<file path="config.mk">
export PLATFORM = sky130hd
export DESIGN_NAME = edge_relax_engine
export DESIGN_NICKNAME = d
export VERILOG_FILES = /design/src/rtl/edge_relax_engine.sv
export SDC_FILE = /design/constraint.sdc
export NUM_CORES = 1
export LEC_CHECK = 0
export CAP_MARGIN = 0
export CORE_MARGIN = 3
export CORE_UTILIZATION = 55
export CTS_CLUSTER_SIZE = 40
export DETAILED_ROUTE_END_ITERATION = 6
export PLACE_DENSITY = 0.91
export SLEW_MARGIN = 20
export SYNTH_ARGS = -nofsm -noshare
export SYNTH_HDL_FRONTEND = slang
export SYNTH_SLANG_ARGS = --single-unit
</file>
<file path="constraint.sdc">
create_clock -name clock -period 14.3 [get_ports clock]
set_input_delay 1.43 -clock clock [delete_from_list [all_inputs] [get_ports clock]]
set_output_delay 1.43 -clock clock [all_outputs]
set_load 0.01 [all_outputs]
</file>
<file path="src/rtl/edge_relax_engine.sv">
// edge_relax_engine: single-source relaxation over one adjacency list.
// Streams packed adjacency lines from graph memory, reads each daughter's
// {dist, pred} from working memory and writes {src_dist+w, src_node} back
// when the candidate is strictly shorter. Every output is a flop; the
// next-state logic precomputes what each output must be in the next state.
module edge_relax_engine #(
  parameter int NODE_W         = 8,
  parameter int WEIGHT_W       = 8,
  parameter int DIST_W         = 64,
  parameter int EDGES_PER_LINE = 8,
  parameter int ADDR_W         = 13,
  parameter int CNT_W          = 8
) (
  input  logic                                         clock,
  input  logic                                         reset,
  input  logic                                         start,
  input  logic [NODE_W-1:0]                            src_node,
  input  logic [DIST_W-1:0]                            src_dist,
  input  logic [ADDR_W-1:0]                            adj_base,
  input  logic [CNT_W-1:0]                             edge_count,
  output logic                                         busy,
  output logic                                         done,
  output logic [CNT_W-1:0]                             relaxed_count,
  output logic                                         gm_rd,
  output logic [ADDR_W-1:0]                            gm_addr,
  input  logic [EDGES_PER_LINE*(NODE_W+WEIGHT_W)-1:0] gm_rdata,
  output logic                                         wm_rd,
  output logic                                         wm_wr,
  output logic [NODE_W-1:0]                            wm_addr,
  input  logic [DIST_W+NODE_W-1:0]                     wm_rdata,
  output logic [DIST_W+NODE_W-1:0]                     wm_wdata
);

  localparam int EW     = NODE_W + WEIGHT_W;
  localparam int LINE_W = EDGES_PER_LINE * EW;
  localparam int SLOT_W = (EDGES_PER_LINE > 1) ? $clog2(EDGES_PER_LINE) : 1;
  localparam int WM_W   = DIST_W + NODE_W;

  typedef enum logic [2:0] {
    S_IDLE, S_GM_REQ, S_GM_WAIT, S_RD, S_EVAL, S_WR, S_DONE
  } state_t;

  // Slot 0 sits in the MSBs; inside a slot the daughter id is above the weight.
  function automatic logic [NODE_W-1:0] slot_node(input logic [LINE_W-1:0] ln,
                                                  input logic [SLOT_W-1:0] k);
    return NODE_W'(ln >> ((EDGES_PER_LINE - 1 - int'(k)) * EW + WEIGHT_W));
  endfunction

  function automatic logic [WEIGHT_W-1:0] slot_weight(input logic [LINE_W-1:0] ln,
                                                      input logic [SLOT_W-1:0] k);
    return WEIGHT_W'(ln >> ((EDGES_PER_LINE - 1 - int'(k)) * EW));
  endfunction

  state_t              state_q, state_d;
  logic [NODE_W-1:0]   src_node_q, src_node_d;
  logic [DIST_W-1:0]   src_dist_q, src_dist_d;
  logic [CNT_W-1:0]    edge_count_q, edge_count_d;
  logic [CNT_W-1:0]    idx_q, idx_d;
  logic [SLOT_W-1:0]   slot_q, slot_d;
  logic [LINE_W-1:0]   line_buf_q, line_buf_d;
  logic                busy_q, busy_d;
  logic                done_q, done_d;
  logic [CNT_W-1:0]    relaxed_count_q, relaxed_count_d;
  logic                gm_rd_q, gm_rd_d;
  logic [ADDR_W-1:0]   gm_addr_q, gm_addr_d;
  logic                wm_rd_q, wm_rd_d;
  logic                wm_wr_q, wm_wr_d;
  logic [NODE_W-1:0]   wm_addr_q, wm_addr_d;
  logic [WM_W-1:0]     wm_wdata_q, wm_wdata_d;

  logic [WEIGHT_W-1:0] cur_weight;
  logic [DIST_W:0]     sum;
  logic [DIST_W-1:0]   cand;
  logic                relax;
  logic                last_edge;
  logic                last_slot;
  logic                advance;
  logic                unused_pred;

  // Candidate distance for the slot under evaluation; wm_addr_q still holds
  // its daughter id, so the self-loop test compares against that.
  assign cur_weight  = slot_weight(line_buf_q, slot_q);
  assign sum         = {1'b0, src_dist_q} + {{(DIST_W + 1 - WEIGHT_W){1'b0}}, cur_weight};
  assign cand        = sum[DIST_W] ? {DIST_W{1'b1}} : sum[DIST_W-1:0];
  assign relax       = (cand < wm_rdata[WM_W-1 -: DIST_W]) &&
                       (wm_addr_q != src_node_q) &&
                       (src_dist_q != {DIST_W{1'b1}});
  assign last_edge   = ({1'b0, idx_q} + (CNT_W + 1)'(1)) == {1'b0, edge_count_q};
  assign last_slot   = (slot_q == SLOT_W'(EDGES_PER_LINE - 1));
  assign unused_pred = ^wm_rdata[NODE_W-1:0];

  // Next state plus the registered value every output takes in that state.
  always_comb begin
    state_d         = state_q;
    src_node_d      = src_node_q;
    src_dist_d      = src_dist_q;
    edge_count_d    = edge_count_q;
    idx_d           = idx_q;
    slot_d          = slot_q;
    line_buf_d      = line_buf_q;
    done_d          = 1'b0;
    relaxed_count_d = relaxed_count_q;
    gm_rd_d         = 1'b0;
    gm_addr_d       = gm_addr_q;
    wm_rd_d         = 1'b0;
    wm_wr_d         = 1'b0;
    wm_addr_d       = wm_addr_q;
    wm_wdata_d      = wm_wdata_q;
    advance         = 1'b0;

    case (state_q)
      S_IDLE: begin
        if (start) begin
          src_node_d      = src_node;
          src_dist_d      = src_dist;
          edge_count_d    = edge_count;
          relaxed_count_d = '0;
          idx_d           = '0;
          slot_d          = '0;
          if (edge_count == '0) begin
            state_d = S_DONE;
            done_d  = 1'b1;
          end else begin
            state_d   = S_GM_REQ;
            gm_rd_d   = 1'b1;
            gm_addr_d = adj_base;
          end
        end
      end
      S_GM_REQ: state_d = S_GM_WAIT;
      S_GM_WAIT: begin
        // The line is not in the buffer yet, so take the first daughter
        // straight from the memory data.
        line_buf_d = gm_rdata;
        state_d    = S_RD;
        wm_rd_d    = 1'b1;
        wm_addr_d  = slot_node(gm_rdata, slot_q);
      end
      S_RD: state_d = S_EVAL;
      S_EVAL: begin
        if (relax) begin
          state_d         = S_WR;
          wm_wr_d         = 1'b1;
          wm_wdata_d      = {cand, src_node_q};
          relaxed_count_d = relaxed_count_q + CNT_W'(1);
        end else begin
          advance = 1'b1;
        end
      end
      S_WR:    advance = 1'b1;
      S_DONE:  state_d = S_IDLE;
      default: state_d = S_IDLE;
    endcase

    if (advance) begin
      if (last_edge) begin
        state_d = S_DONE;
        done_d  = 1'b1;
      end else if (last_slot) begin
        state_d   = S_GM_REQ;
        gm_rd_d   = 1'b1;
        gm_addr_d = gm_addr_q + ADDR_W'(1);
        idx_d     = idx_q + CNT_W'(1);
        slot_d    = '0;
      end else begin
        state_d   = S_RD;
        wm_rd_d   = 1'b1;
        wm_addr_d = slot_node(line_buf_q, slot_q + SLOT_W'(1));
        idx_d     = idx_q + CNT_W'(1);
        slot_d    = slot_q + SLOT_W'(1);
      end
    end

    busy_d = (state_d != S_IDLE);
  end

  // State and output registers; reset aborts any operation on the spot.
  always_ff @(posedge clock) begin
    if (reset) begin
      state_q         <= S_IDLE;
      src_node_q      <= '0;
      src_dist_q      <= '0;
      edge_count_q    <= '0;
      idx_q           <= '0;
      slot_q          <= '0;
      line_buf_q      <= '0;
      busy_q          <= 1'b0;
      done_q          <= 1'b0;
      relaxed_count_q <= '0;
      gm_rd_q         <= 1'b0;
      gm_addr_q       <= '0;
      wm_rd_q         <= 1'b0;
      wm_wr_q         <= 1'b0;
      wm_addr_q       <= '0;
      wm_wdata_q      <= '0;
    end else begin
      state_q         <= state_d;
      src_node_q      <= src_node_d;
      src_dist_q      <= src_dist_d;
      edge_count_q    <= edge_count_d;
      idx_q           <= idx_d;
      slot_q          <= slot_d;
      line_buf_q      <= line_buf_d;
      busy_q          <= busy_d;
      done_q          <= done_d;
      relaxed_count_q <= relaxed_count_d;
      gm_rd_q         <= gm_rd_d;
      gm_addr_q       <= gm_addr_d;
      wm_rd_q         <= wm_rd_d;
      wm_wr_q         <= wm_wr_d;
      wm_addr_q       <= wm_addr_d;
      wm_wdata_q      <= wm_wdata_d;
    end
  end

  assign busy          = busy_q;
  assign done          = done_q;
  assign relaxed_count = relaxed_count_q;
  assign gm_rd         = gm_rd_q;
  assign gm_addr       = gm_addr_q;
  assign wm_rd         = wm_rd_q;
  assign wm_wr         = wm_wr_q;
  assign wm_addr       = wm_addr_q;
  assign wm_wdata      = wm_wdata_q;

endmodule

</file>
## Word-level counts from Yosys, hierarchy flattened

Cells that the tools add are included.

- Register bits: 328
- Input port bits: 296
- Output and inout bits: 106
- Word-level logic and storage cells: 100

- $add $sub $neg: 10
- $lt $le $gt $ge: 1
- Eq/ne operators: 11
- Shift operators: 3
- Multiplexer cells: 48
- Bitwise gates (word level): 1
- Reductions and logical operators: 10

Operators by type and width:

| cell | number |
|---|---|
| 128-bit by 32-bit >> shifter with 8-bit output | 3 |
| 8-bit 2-to-1 mux | 10 |
| 13-bit 2-to-1 mux | 6 |
| 64-bit by 8-bit adder with 65-bit output | 1 |
| 64-bit less-than comparator | 1 |
| 64-bit 2-to-1 mux | 1 |
| 64-bit inequality test (second input constant) | 1 |
| 3-bit 2-to-1 mux | 10 |
| 8-bit by 5-bit adder with 9-bit output (second input constant) | 2 |
| 3-bit one-hot mux with 6 select lines | 1 |
| 1-bit 2-to-1 mux | 17 |
| 8-bit by 1-bit adder with 8-bit output (second input constant) | 2 |
| 8-bit one-hot mux with 2 select lines | 1 |
| 13-bit by 1-bit adder with 13-bit output (second input constant) | 1 |
| 8-bit by 1-bit adder with 9-bit output (second input constant) | 1 |
| 3-bit equality test (second input constant) | 3 |
| 9-bit by 8-bit equality test with 1-bit output | 1 |
| 8-bit logical NOT | 1 |
| 8-bit inequality test | 1 |
| 3-bit by 3-bit subtractor with 4-bit output (first input constant) | 2 |
| 3-bit by 2-bit equality test with 1-bit output (second input constant) | 2 |
| 2-bit inequality test (second input constant) | 2 |
| 2-bit AND reduction | 2 |
| 3-bit by 1-bit adder with 3-bit output (second input constant) | 1 |
| 10 further kinds | 11 |

## Logic depth before layout (Yosys ltp)

Gate-level depths: netlist (run 1).

- Depth in word-level cells: 11
- Mapped depth: 28
- Depth with buffers taken out: 20

## Least setup slack after synthesis (run 1)

No wires, ideal clock.

- Kind: reg2reg
- Start: reg slot_q[0]
- End: reg relaxed_count_q[7] (netlist: relaxed_count[7])
- Library setup time: 0.072 ns
- Data arrival time: 7.098 ns
- Required time: 14.228 ns
- Setup slack: 7.130 ns
- Stages on the path, launching flop included: 26
- Path buffers: 7
- Clock period less this slack: 7.170 ns
- Cell sequence: dfxtp_1 -> clkbuf_1 -> buf_1 -> clkbuf_1 -> clkbuf_1 -> mux4_2 -> mux2_2 -> ha_1 -> fa_1 -> a21oi_1 -> o221ai_1 -> and2_1 -> clkbuf_1 -> nand2_1 -> clkbuf_1 -> buf_1 -> nand2_1 -> ha_1 -> and4_1 -> nor4b_1 -> a221oi_1 -> o21ai_1 -> a2111oi_0 -> nand3_1 -> a2111oi_0 -> mux2i_1

- Longest elaborated chain between the ends: 9

RTL lines:

| element | line | source |
|---|---|---|
| from (decl) | 59 | `logic [SLOT_W-1:0] slot_q, slot_d;` |
| from (signal assigned) | 202 | `slot_q <= slot_d;` |
| 3-bit by 3-bit subtractor with 4-bit output | 51 | `return WEIGHT_W'(ln >> ((EDGES_PER_LINE - 1 - int'(k)) * EW));` |
| 128-bit by 32-bit >> shifter with 8-bit output | 51 |  |
| 64-bit by 8-bit adder with 65-bit output | 83 | `assign sum = {1'b0, src_dist_q} + {{(DIST_W + 1 - WEIGHT_W){1'b0}}, cur_weight};` |
| 64-bit 2-to-1 mux | 84 | `assign cand = sum[DIST_W] ? {DIST_W{1'b1}} : sum[DIST_W-1:0];` |
| via cand[50] | 73 | `logic [DIST_W-1:0] cand;` |
| 64-bit less-than comparator | 85 | `assign relax = (cand < wm_rdata[WM_W-1 -: DIST_W]) &&` |
| 1-bit logical AND | 85 |  |
| 1-bit logical AND | 86 | `(wm_addr_q != src_node_q) &&` |
| 2-bit inequality test (no source line) | - |  |
| 3-bit AND reduction (no source line) | - |  |
| to (signal assigned) | 206 | `relaxed_count_q <= relaxed_count_d;` |
| to (decl) | 63 | `logic [CNT_W-1:0] relaxed_count_q, relaxed_count_d;` |

The timed path passes the listed nets, and every way through them passes these cells.
A chain may end at the register's enable or synchronous reset.

## Worst setup path in the final report (run 1)

- Start: reg slot_q[0]
- End: reg wm_wdata_q[41] (netlist: wm_wdata[41])

- Longest elaborated chain between the ends: 8

RTL lines:

| element | line | source |
|---|---|---|
| 3-bit by 3-bit subtractor with 4-bit output | 51 |  |
| 128-bit by 32-bit >> shifter with 8-bit output | 51 |  |
| 64-bit by 8-bit adder with 65-bit output | 83 |  |
| 64-bit 2-to-1 mux | 84 |  |
| via cand[50] | 73 |  |
| 64-bit less-than comparator | 85 |  |
| 1-bit logical AND | 85 |  |
| 1-bit logical AND | 86 |  |
| 2-bit AND reduction (no source line) | - |  |
| to (signal assigned) | 212 | `wm_wdata_q <= wm_wdata_d;` |
| to (decl) | 69 | `logic [WM_W-1:0] wm_wdata_q, wm_wdata_d;` |

The timed path passes the listed nets, and every way through them passes these cells.

==> results.yml, run 1 <==
routing:
  avgRoutedWirePerCell_um: 20.0
  m1WireLength_um: 22100
  drc: 0
  drtPass1Iterations: 6
  wl_met3_um: 5330
  num_vias: 17525
  wl_met2_um: 28000
  dr.max_layer_used: "met5"
  drt_iter0_markers: 1547
  drt_wl_total_um: 58000
  vias_per_cell: 6.04
  postRouteAntennaNets: 0
pwr:
  p_sw_mw: 1.20
  peakVddDrop_uv: 141
  comb_power_share_pct: 34.1
  p_per_area_nw_per_um2: 145
  clkPwrFrac_pct: 28.2
  seq_power_share_pct: 37.7
  p_leak_nw: 8.37
  sw_frac_of_total_pct: 36.6
  cellInternalPower_mw: 2.07
setup_path:
  r2r_start: "slot_q[0]"
  timing.rr.end: "wm_wdata[41]"
  endpoint_kind: "flip-flop"
  r2r_cells: 21
  startpoint_type: "flip-flop"
  reg2reg_slack_ps: 5860
  worstSetupPathType: "reg -> reg"
  cp-startpoint: "slot_q[0]"
  critPathArrivalTime_ps: 8850
  required_ps: 14700
  critPathMaxFanout: 73
global_route:
  grt_max_degree: 139
  grt_pass1_wl_um: 89600
  antenna_found_initial: 4
  grt_pass1_vias: 17231
  overflow: 0
  grt_usage_pct: 32.9
floorplanning:
  fp-row-count: 64
  core-area_sq_um: 30800
  die_h_um: 183
  die_w_um: 183
  start_util_pct: 56.2
  die_area_sq_um: 33600
  io_pins: 402
final_layout:
  drive_above_1_share_pct: 6.23
  finalNetCount: 2855
  layout_common_cells: "563 x nand2_1, 392 x clkdlybuf4s50_1, 327 x dfxtp_1"
  final_core_util_pct: 73.0
  register_area_sq_um: 6570
  layout_commonest_cell: "nand2_1"
  num-fill-cells: 2277
  syn2layout_area_growth_pct: 29.9
  multi_input_area_sq_um: 9920
synthesis:
  yosysTopAreaCell: "dfxtp_1"
  synth-xor-area-share_pct: 3.03
  synth.mux.area_fraction_pct: 9.06
  synthAdderAreaFrac_pct: 5.61
  syn-num-nets: 2555
  synth_top_area_share_pct: 37.9
  ys_seq_area_share_pct: 37.9
  synth-seq-cells: 328
  synth_edf_count: 0
  synth-warning-count: 0
  synth_simple_gate_area_share_pct: 24.4
  synthArstFlopShare_pct: 0
  yosys_most_used_dff: "dfxtp_1"
  synth_cells: 2182
  syn_area_sq_um: 17300
  synth_cell_type_count: 67
  synth_compound_area_share_pct: 15.0
  synth_top_family_by_area: "simple AND/OR/NAND/NOR gates"
  synthTopCellsByArea: "dfxtp_1 38%, nand2_1 12%, a21oi_1 8.0%"
  syn_avg_cell_area_sq_um: 7.94
run_status:
  outcome: "finished, final reports clean"
placed_design:
  gp_congestion: 0.935
  place_ws_ps: 6030
  dp_hpwl_um: 41900
  io_buffers: 393
timing:
  hold_violations: 0
  fmax_mhz: 118
  maxSlewHeadroom_pct: 28.6
  tns_ps: 0
  worst_slew_pin_slew_ps: 1070
  period_share_pct: 59.1
  setup_slack_ps: 5860
  period_needed_ps: 8440
  finClkSkew_ps: 19.7
  hold_ws_ps: 452
  rsz0062_at_grt: "false"
  finalMaxSlewViolations: 0
  final-setup-viol-count: 0
worst_hold_path:
  hold_end: "line_buf_q[3]"
  hold_start: "line_buf_q[3]"
  holdPathStages: 2
  hp-class: "reg -> reg"
clocking:
  cts_buffer_depth: 3
  postCtsSetupBuffers: 0
  clk_pin_slew_worst_paths_ps: 60
  insertion_delay_ps: 520
  root_buffer: "clkbuf_16"
  numCtsBuffers: 37
  ctsResizeCount: 0
  cts_tree: "built"
  htreeDepth: 2
  ctsHoldBuffers: 0
  cts.sinks: 328
flow_run:
  drv_cap: 0
-- worst max path at each step --
stage and end:
2_1_floorplan relaxed_count[7], 3_3_place_gp slot_q[0], 3_5_place_dp wm_wdata[41], 4_1_cts wm_wdata[41]
5_1_grt wm_wdata[41], 6_report wm_wdata[41]
-- cell type report --
type | instances | area share, %
Antenna cell | 1 | 0.0111
Clock buffer | 53 | 4.78
Inverter | 78 | 1.30
Multi-Input combinational cell | 1628 | 44.1
Clock inverter | 9 | 0.356
Timing Repair Buffer | 409 | 18.0
Sequential cell | 328 | 29.2
Tap cell | 396 | 2.20
-- Yosys cell counts (10+ instances only) --
library cell  instances
nor3_1               44
or4_1                10
ha_1                 76
mux2_2               14
dfxtp_1             328
inv_1                78
o21ai_1              11
nand3_1              60
and3_1               16
or3_1                14
o21ai_0              25
nor2_1              144
and4_1               12
o211ai_1             14
clkbuf_1            130
nor2b_1              11
nand4_1              34
nor4_1               13
mux2i_1              21
nand2_1             565
a311oi_1             30
mux4_2               48
a211oi_1             16
xnor2_1              37
a21oi_1             276
xor2_1               23
-- kinds of logic (layout without fill, tap and decap cells) --
logic type / count (synthesis) / count (layout)
AO/OA/AOI/OAI: 440 / 440
XOR/XNOR: 60 / 60
adder cells (fa/ha/maj): 77 / 77
buffers and inverters: 226 / 549
flip-flops: 328 / 328
multiplexers: 91 / 91
other: 0 / 1
AND/OR/NAND/NOR: 960 / 960
-- metal layers --
metal | up-vias | track usage (%)
met5 | - | 0
met4 | 6 | 14.0
met3 | 188 | 6.49
met2 | 1006 | 56.8
met1 | 8134 | 40.1
li1 | 8191 | -
-- power by group through the flow --
stage	Sequential, mW	Combinational (mW)	Clock, mW
detailed placement	1.24	1.09	0
global route	1.25	1.21	0.964
CTS	1.22	1.10	0.925
global placement	1.23	1.05	0
finish	1.23	1.11	0.921
floorplan	1.21	0.727	0
-- registers in the layout (all words and copies together) (netlist names) --
register       flops
relaxed_count      8
busy               1
src_node_q         8
wm_wdata          72
line_buf_q       128
edge_count_q       8
wm_rd              1
wm_addr            8
gm_addr           13
src_dist_q        64
slot_q             3
gm_rd              1
state_q            3
wm_wr              1
idx_q              8
done               1
-- per-stage QoR --
stage | cells | power [mW] | area, sq um
global route | 2902 | 3.43 | 22500
global placement | 2839 | 2.28 | 21300
CTS | 2901 | 3.25 | 22500
detailed placement | 2839 | 2.33 | 21300
finish | 2902 | 3.26 | 22500
floorplan | 2182 | 1.93 | 17300
-- worst max-delay path: stages (launching register included) --
cell	delay [ps]
dfxtp_2	670
buf_4	640
mux4_2	600
mux2_2	280
ha_1	370
nand3_1	120
o221ai_1	350
nand4_1	630
nor2_1	450
nand3_1	130
xor2_1	260
nand2_1	110
ha_1	320
and4_1	220
nor4b_1	180
a221oi_1	310
o21ai_1	230
a2111oi_0	740
and3_4	560
buf_4	670
nor2_1	100
a311oi_1	310
(Power assumes the default switching activity.)
==> inputs of run 2 (changes only) <==
CORE_UTILIZATION = 51   (was 55)
PLACE_DENSITY = 0.85   (was 0.91)
clock period = 8.45 ns   (was 14.3 ns; I/O delays follow)
==> results.yml, run 2 (same netlist as run 1, synthesis figures left out) <==
pwr:
  peakVddDrop_uv: 190
  clkPwrFrac_pct: 29.8
  sw_frac_of_total_pct: 35.9
  p_per_area_nw_per_um2: 248
  power_mw: 5.66
  cellInternalPower_mw: 3.63
  p_sw_mw: 2.03
  comb_power_share_pct: 33.3
  p_leak_nw: 8.46
  seq_power_share_pct: 36.9
routing:
  avgRoutedWirePerCell_um: 19.0
  vias_per_cell: 5.85
  postRouteAntennaNets: 0
  num_vias: 17283
  drt_wl_total_um: 56300
  drt_iter0_markers: 1340
  drtPass1Iterations: 5
  drc: 0
clocking:
  ctsHoldBuffers: 0
  cts.sinks: 328
  postCtsSetupBuffers: 0
  clk_pin_slew_worst_paths_ps: 60
  numCtsBuffers: 37
  root_buffer: "clkbuf_16"
  insertion_delay_ps: 530
  ctsResizeCount: 0
  htreeDepth: 2
  cts_buffer_depth: 3
  cts_tree: "built"
floorplanning:
  die_w_um: 190
  die_h_um: 190
  fp-row-count: 66
  start_util_pct: 52.4
  io_pins: 402
  die_area_sq_um: 36200
  core-area_sq_um: 33000
timing:
  worst_slew_pin_slew_ps: 1080
  finClkSkew_ps: 29.8
  maxSlewHeadroom_pct: 28.0
  period_needed_ps: 7230
  rsz0062_at_grt: "false"
  period_share_pct: 85.6
  finalMaxSlewViolations: 0
  fmax_mhz: 138
  hold_violations: 0
  final-setup-viol-count: 0
  tns_ps: 0
setup_path:
  startpoint_type: "flip-flop"
  reg2reg_slack_ps: 1220
  required_ps: 8860
  r2r_cells: 20
  endpoint_kind: "flip-flop"
  critPathArrivalTime_ps: 7640
  cp-startpoint: "slot_q[1]"
  r2r_start: "slot_q[1]"
  timing.rr.end: "wm_wdata[25]"
  worst_setup_path_endpoint: "wm_wdata[25]"
  critPathMaxFanout: 69
  worstSetupPathType: "reg -> reg"
global_route:
  overflow: 0
  grt_usage_pct: 29.9
  grt_max_degree: 120
  grt_pass1_vias: 16664
  antenna_found_initial: 4
  grt_pass1_wl_um: 87800
final_layout:
  largest-register: "line_buf_q"
  layout_common_cells: "563 x nand2_1, 392 x clkdlybuf4s50_1, 326 x dfxtp_1"
  final_core_util_pct: 68.9
  num-fill-cells: 2582
  syn2layout_area_growth_pct: 31.5
  finalNetCount: 2859
  drive_above_1_share_pct: 6.65
  largest_reg_flops: 128
  layout_commonest_cell: "nand2_1"
placed_design:
  gp_congestion: 0.930
  dp_hpwl_um: 41400
  io_buffers: 393
run_status:
  outcome: "finished, final reports clean"
worst_hold_path:
  hold_start: "line_buf_q[101]"
  hp-class: "reg -> reg"
flow_run:
  drv_cap: 0
-- run 2: power by group through the flow --
| stage | sequential, mW | clock (mW) | combinational, mW |
|---|---|---|---|
| CTS | 2.08 | 1.71 | 1.85 |
| finish | 2.09 | 1.69 | 1.88 |
| floorplan | 2.04 | 0 | 1.23 |
| global route | 2.12 | 1.77 | 2.07 |
| global placement | 2.09 | 0 | 1.79 |
| detailed placement | 2.11 | 0 | 1.84 |
-- run 2: worst max-delay path: stages (launching register included) --
cell and delay (ps):
dfxtp_2 630, mux4_2 550, mux2_2 310, ha_1 220, fa_1 410, a21oi_1 280
o221ai_1 260, and2_1 350, nand2_2 460, buf_12 300, nand2_1 80, ha_1 310
and4_1 220, nor4b_1 160, a221oi_1 290, o21ai_1 190, a2111oi_0 730, and3_4 610
buf_12 340, nor2_1 80, a311oi_1 260
-- run 2: final cells by class --
class	count	area (sq um)	area share (%)
multi-input cells	1628	9910	43.5
flip-flops and latches	328	6570	28.9
repair buffers	413	4140	18.2
clock buffers	51	1080	4.74
well taps	442	553	2.43
inverters	78	293	1.29
clock inverters	15	215	0.945
diodes	1	2.50	0.0110
-- run 2: worst min path at each step --
stage | slack, ps | endpoint | depth (start not counted)
2_1_floorplan | 430 | line_buf_q[10] | 2
3_3_place_gp | 440 | line_buf_q[45] | 2
3_5_place_dp | 440 | line_buf_q[64] | 2
4_1_cts | 450 | line_buf_q[64] | 2
5_1_grt | 470 | wm_wdata[3] | 2
6_report | 450 | line_buf_q[101] | 2
-- run 2: routing by layer --
metal,track usage (%),up-vias,routed length [um]
li1,-,8226,-
met4,11.3,6,2360
met3,5.85,162,4920
met5,0,-,40
met1,37.3,8059,22000
met2,51.3,830,26900
-- run 2: stage by stage --
| step | setup slack (ps) | cells | hold WS, ps | instance area, sq um |
|---|---|---|---|---|
| after CTS | 1220 | 2954 | 452 | 22700 |
| after detailed placement | 1240 | 2888 | 444 | 21400 |
| after floorplan | 1280 | 2182 | 433 | 17300 |
| after global routing | 721 | 2956 | 473 | 22800 |
| final | 1220 | 2956 | 452 | 22800 |
| after global placement | 1420 | 2888 | 438 | 21400 |
